[src/rtl/agu_nd.sv]
// agu_nd: N-loop nested address generator with latched config.
// Optional AGU_ONESHOT_EN: stop in IDLE after one full pass of the nest.
module agu_nd #(
   parameter int BWADDR   = 21,
   parameter int BWLENGTH = 8,
   parameter int NLOOPS   = 3
) (
   input  logic                         clk,
   input  logic                         rst_n,
   input  logic                         start,
   input  logic                         abort,
   input  logic                         step,
   input  logic [BWADDR-1:0]            base,
   input  logic [NLOOPS*BWLENGTH-1:0]   lengths,
   input  logic [(NLOOPS+1)*BWADDR-1:0] jumps,
   output logic [BWADDR-1:0]            addr_out,
   output logic                         busy,
   output logic [NLOOPS-1:0]            z_out,
   output logic                         done
);

   typedef enum logic {S_IDLE, S_RUN} state_t;

   state_t              r_state, w_state_nx;
   logic [BWADDR-1:0]   r_addr, w_addr_nx, w_jmp;
   logic [BWLENGTH-1:0] r_cnt [NLOOPS];
   logic [BWLENGTH-1:0] w_cnt_nx [NLOOPS];
   logic [BWLENGTH-1:0] w_cnt_step [NLOOPS];
   logic [BWLENGTH-1:0] r_len [NLOOPS];
   logic [BWLENGTH-1:0] w_len_nx [NLOOPS];
   logic [BWADDR-1:0]   r_jmp [NLOOPS+1];
   logic [BWADDR-1:0]   w_jmp_nx [NLOOPS+1];
   logic                r_done, w_done_nx, w_found;

   // Lowest non-zero counter decrements; all loops below it reload.
   always_comb begin
      w_found = 1'b0;
      w_jmp   = r_jmp[NLOOPS];
      for (int k = 0; k < NLOOPS; k++) begin
         w_cnt_step[k] = r_cnt[k];
         if (!w_found) begin
            if (r_cnt[k] != '0) begin
               w_found       = 1'b1;
               w_jmp         = r_jmp[k];
               w_cnt_step[k] = r_cnt[k] - BWLENGTH'(1);
            end else begin
               w_cnt_step[k] = r_len[k];
            end
         end
      end
   end

   always_comb begin
      w_state_nx = r_state;
      w_addr_nx  = r_addr;
      w_cnt_nx   = r_cnt;
      w_len_nx   = r_len;
      w_jmp_nx   = r_jmp;
      w_done_nx  = 1'b0;
      if (abort) begin
         w_state_nx = S_IDLE;
      end else begin
         unique case (r_state)
            S_IDLE: begin
               if (start) begin
                  for (int k = 0; k < NLOOPS; k++) begin
                     w_len_nx[k] = lengths[k*BWLENGTH +: BWLENGTH];
                     w_cnt_nx[k] = lengths[k*BWLENGTH +: BWLENGTH];
                  end
                  for (int k = 0; k <= NLOOPS; k++)
                     w_jmp_nx[k] = jumps[k*BWADDR +: BWADDR];
                  w_addr_nx  = base;
                  w_state_nx = S_RUN;
               end
            end
            S_RUN: begin
               if (step) begin
                  if (!w_found) begin
`ifdef AGU_ONESHOT_EN
                     w_state_nx = S_IDLE;
                     w_done_nx  = 1'b1;
`else
                     w_addr_nx  = r_addr + w_jmp;
                     w_cnt_nx   = w_cnt_step;
                     w_done_nx  = 1'b1;
`endif
                  end else begin
                     w_addr_nx = r_addr + w_jmp;
                     w_cnt_nx  = w_cnt_step;
                  end
               end
            end
         endcase
      end
   end

   always_ff @(posedge clk or negedge rst_n) begin
      if (!rst_n) begin
         r_state <= S_IDLE;
         r_addr  <= '0;
         r_done  <= 1'b0;
         for (int k = 0; k < NLOOPS; k++) begin
            r_cnt[k] <= '0;
            r_len[k] <= '0;
         end
         for (int k = 0; k <= NLOOPS; k++)
            r_jmp[k] <= '0;
      end else begin
         r_state <= w_state_nx;
         r_addr  <= w_addr_nx;
         r_done  <= w_done_nx;
         r_cnt   <= w_cnt_nx;
         r_len   <= w_len_nx;
         r_jmp   <= w_jmp_nx;
      end
   end

   assign addr_out = r_addr;
   assign busy     = (r_state == S_RUN);
   assign done     = r_done;

   always_comb begin
      for (int k = 0; k < NLOOPS; k++)
         z_out[k] = step & busy & (r_cnt[k] == '0);
   end

endmodule

[config.mk]
export PLATFORM = sky130hd
export DESIGN_NAME = agu_nd
export DESIGN_NICKNAME = d
export VERILOG_FILES = /design/src/rtl/agu_nd.sv
export SDC_FILE = /design/constraint.sdc
export NUM_CORES = 1
export LEC_CHECK = 0
export ABC_AREA = 1
export CAP_MARGIN = 10
export CORE_MARGIN = 2
export CORE_UTILIZATION = 53
export DETAILED_ROUTE_END_ITERATION = 8
export PLACE_DENSITY = 0.83
export RECOVER_POWER = 100
export SYNTH_ARGS = -nofsm -noshare
export SYNTH_HDL_FRONTEND = slang
export SYNTH_SLANG_ARGS = --single-unit
[constraint.sdc]
create_clock -name clk -period 4.3 [get_ports clk]
set_input_delay 0.43 -clock clk [delete_from_list [all_inputs] [get_ports clk]]
set_output_delay 0.43 -clock clk [all_outputs]
set_load 0.05 [all_outputs]
==> summary.txt <==
Status
  • Result of the run: finished with violations
  • Failing checks: capacitance limit, slew limit

Route
  • Vias: 8303
  • Average routed wire per standard cell: 15.55 um
  • Routed vias/inst: 5.385
  • Iteration-0 DRC Markers: 765
  • Detail Route Antenna Nets: 0
  • Iteration count of the initial detailed-routing pass: 5
  • Total length of routed wires: 23.98 mm
  • DRC: 0

Clocking
  • Clock-pin slew on the worst setup and hold paths: 60 ps
  • Root buffer cell: sky130_fd_sc_hd__clkbuf_16
  • Clock latency at the later pin of the worst-skew pair: 430 ps
  • Setup bufs post-CTS: 0
  • Maximum number of buffers from clock root to sink: 2
  • Number of H-tree branching levels: 4
  • Number of buffers created by CTS: 17
  • CTS tree: yes
  • Number of sinks driven by the clock tree: 155

Power and ir drop
  • Power Dens Cells: 483.2 mW/mm^2
  • Worst vdd ir: 0.3508 mV
  • Static power due to leakage: 5.281 nW

Final layout
  • Area overhead of the layout relative to synthesis: 26.76%
  • Fill count: 1341
  • Share of final-layout standard cells stronger than drive strength 1: 4.902%
  • Antenna diode instance count: 0
  • Util after Layout: 68.81%
  • Post-route design area: 0.01093 sq mm
  • Number of nets in the layout: 1473

Yosys
  • Dominant cell by count in the synthesized netlist: sky130_fd_sc_hd__nand2_1
  • Cell type contributing the most total cell area after synthesis: sky130_fd_sc_hd__dfrtp_1
  • Sequential area share after synthesis: 44.98%
  • Share of flip-flops with an asynchronous set or reset: 100.0%
  • Synthesized area: 0.008623 sq mm
  • Yosys warnings: 0
  • Synth top cells by count: sky130_fd_sc_hd__nand2_1 (493), sky130_fd_sc_hd__dfrtp_1 (155), sky130_fd_sc_hd__a21oi_1 (88), sky130_fd_sc_hd__o21ai_0 (83), sky130_fd_sc_hd__nor2_1 (69)
  • Net count after synthesis: 1337
  • Top flip-flop cell by instance count after synthesis: sky130_fd_sc_hd__dfrtp_1
  • Synth top area share: 44.98%
  • Post-Syn Area per Cell: 7.326 sq um
  • Post-synth cell types: 45
  • Post-Synthesis Cells: 1177
  • Total of flip-flops plus latches after synthesis: 155
  • Number of flops mapped to enable cells by yosys: 0
  • Leading cell types by total area after synthesis: sky130_fd_sc_hd__dfrtp_1 (45%), sky130_fd_sc_hd__nand2_1 (21%), sky130_fd_sc_hd__a21oi_1 (5.1%)

Die
  • Initial core utilization: 54.28%
  • Area of the die: 0.01731 sq mm
  • Number of rows in the core area: 46
  • Height of the die: 131.6 um
  • Core region area: 0.01589 sq mm
  • Number of I/O pins: 160
  • DIE WIDTH: 131.6 um

Placed design
  • HPWL Detailed: 16.79 mm
  • Buffers added on ports: 159
  • GP Congestion: 0.9753
  • Cell area after placement: 0.01034 sq mm

Critical path
  • Setup crit start kind: register
  • Worst setup path class: register to register
  • Data required time at the worst endpoint: 4640 ps
  • Maximum fanout along the worst path: 25
  • Setup crit end kind: register
  • Critical path arrival: 4270 ps

Timing
  • Transition time of the tightest slew-check pin: 2276 ps
  • Worst Clk Skew: 9.908 ps
  • Finish-stage setup viols: 0
  • Number of pins exceeding their max-slew limit in the final report: 337
  • Period utilisation layout: 91.34%
  • RSZ-0062 raised after global routing: false
  • Highest clock rate: 254.6 MHz
  • Normalized max-slew margin: -51.76%
  • Count of endpoints failing hold in the final timing report: 0
  • Clock period minus worst slack: 3928 ps
  • Sum Neg Setup Slack: 0 ps

Job
  • Max-cap check violation count: 4

GRT
  • Initial antenna violation count: 0
  • Overflow after GRT: 0
  • Gr usage total: 27.97%
  • Via count of the first global-routing pass: 7958
  • Wire length of the first global-routing pass: 38.94 mm
  • Pin count of the biggest net entering global routing: 116

Hold path
  • Worst hold path class: register to register
timing repair:
item                                   CTS  global route
endpoints found under the hold margin    0             0
setup endpoints to repair                0             9
hold buffers                             0             0
resized for setup                        0             3
registers in the layout, summed over array words and instances (netlist names):
register / flops
r_jmp: 84
r_cnt: 24
r_len: 24
addr_out: 21
busy: 1
done: 1
per-stage QoR:
step	instances	total power, W	hold WS (ps)	worst slack [ps]
6_report	1542	0.005282	469.0	372.5
5_1_grt	1542	0.005580	493.8	51.29
4_1_cts	1542	0.005297	89.12	299.3
3_5_place_dp	1510	0.003687	458.3	346.2
3_3_place_gp	1510	0.003645	449.0	526.6
2_1_floorplan	1177	0.003103	134.4	1038
cell usage in the layout, fill, tap and decap left out, types with 8 or more instances in the layout:
| cell type | netlist | final |
|---|---|---|
| sky130_fd_sc_hd__o211ai_1 | 10 | 10 |
| sky130_fd_sc_hd__ha_1 | 25 | 25 |
| sky130_fd_sc_hd__inv_1 | 61 | 62 |
| sky130_fd_sc_hd__buf_4 | 3 | 8 |
| sky130_fd_sc_hd__nor2_1 | 69 | 69 |
| sky130_fd_sc_hd__nand2_1 | 493 | 493 |
| sky130_fd_sc_hd__a21oi_1 | 88 | 90 |
| sky130_fd_sc_hd__clkdlybuf4s50_1 | 0 | 131 |
| sky130_fd_sc_hd__a31oi_1 | 8 | 8 |
| sky130_fd_sc_hd__o21ai_1 | 22 | 17 |
| sky130_fd_sc_hd__o21ai_0 | 83 | 88 |
| sky130_fd_sc_hd__dfrtp_1 | 155 | 154 |
| sky130_fd_sc_hd__dlygate4sd3_1 | 0 | 27 |
| sky130_fd_sc_hd__clkbuf_16 | 0 | 17 |
| sky130_fd_sc_hd__xor2_1 | 11 | 11 |
| sky130_fd_sc_hd__nand3_1 | 31 | 31 |
final cells by class:
class | instances | area [sq um] | share of cell area [%]
multi-input cells | 897 | 4210 | 38.52
flip-flops and latches | 155 | 3880 | 35.50
repair buffers | 173 | 1680 | 15.37
clock buffers | 18 | 429.2 | 3.926
well taps | 216 | 270.3 | 2.473
inverters | 69 | 264.0 | 2.415
clock inverters | 14 | 196.4 | 1.797
layer usage:
| layer | track usage (%) | share of wire [%] | wire length (um) | vias up |
|---|---|---|---|---|
| met5 | 0 | 0 | 0 | - |
| met4 | 9.601 | 2.5 | 590 | 0 |
| met3 | 6.173 | 6.7 | 1607 | 49 |
| met2 | 44.33 | 46 | 11110 | 330 |
| met1 | 38.15 | 45 | 10670 | 3863 |
| li1 | - | - | - | 4061 |
path summary, 6_finish.rpt:
check | slack [ps] | endpoint | depth (start not counted) | start
hold / removal | 470 | r_jmp[41]$_DFFE_PN0P_ | 2 | r_jmp[41]$_DFFE_PN0P_
hold reg to reg | 470 | r_jmp[41]$_DFFE_PN0P_ | 2 | r_jmp[41]$_DFFE_PN0P_
max in group asynchronous | 1120 | r_jmp[31]$_DFFE_PN0P_ | 2 | rst_n
setup / recovery | 370 | addr_out[16]$_DFFE_PN0P_ | 22 | r_cnt[16]$_DFFE_PN0P_
setup reg to reg | 370 | addr_out[16]$_DFFE_PN0P_ | 22 | r_cnt[16]$_DFFE_PN0P_
min in group asynchronous | 590 | r_len[10]$_DFFE_PN0P_ | 1 | rst_n
worst max-delay path, cell delays in order, from the launching register on:
cell and delay [ps]:
sky130_fd_sc_hd__dfrtp_1 350, sky130_fd_sc_hd__inv_1 100, sky130_fd_sc_hd__ha_1 260, sky130_fd_sc_hd__nand3_1 200, sky130_fd_sc_hd__nor2_4 100, sky130_fd_sc_hd__inv_2 340, sky130_fd_sc_hd__buf_4 360, sky130_fd_sc_hd__a21oi_1 120
sky130_fd_sc_hd__o21ai_0 210, sky130_fd_sc_hd__ha_1 200, sky130_fd_sc_hd__inv_1 50, sky130_fd_sc_hd__fa_1 400, sky130_fd_sc_hd__inv_1 70, sky130_fd_sc_hd__nand3_1 60, sky130_fd_sc_hd__nand2_1 130, sky130_fd_sc_hd__a21boi_0 130
sky130_fd_sc_hd__o21ai_1 260, sky130_fd_sc_hd__nand2_1 80, sky130_fd_sc_hd__nand2_1 110, sky130_fd_sc_hd__nand2_1 60, sky130_fd_sc_hd__nand2_1 60, sky130_fd_sc_hd__nor2_1 40, sky130_fd_sc_hd__o21ai_0 140
cells by family (layout without fill, tap and decap cells):
group,count (synthesis),in the layout,share of synthesized area (%)
and+or+nand+nor,620,620,28.51
AOI/OAI and AO/OA,234,234,14.96
DFF,155,155,44.98
buffers and inverters,125,274,5.963
adders and majority gates,26,26,3.860
xor gates and xnor gates,17,17,1.727
where the power goes:
group	leakage [nW]	internal, W	switching [W]
clock network	0.302	0.000975	0.000633
registers	1.90	0.00174	0.000217
logic	3.08	0.000637	0.00108
total	5.28	0.00335	0.00193
No activity file was read; power rests on OpenSTA's default activity.
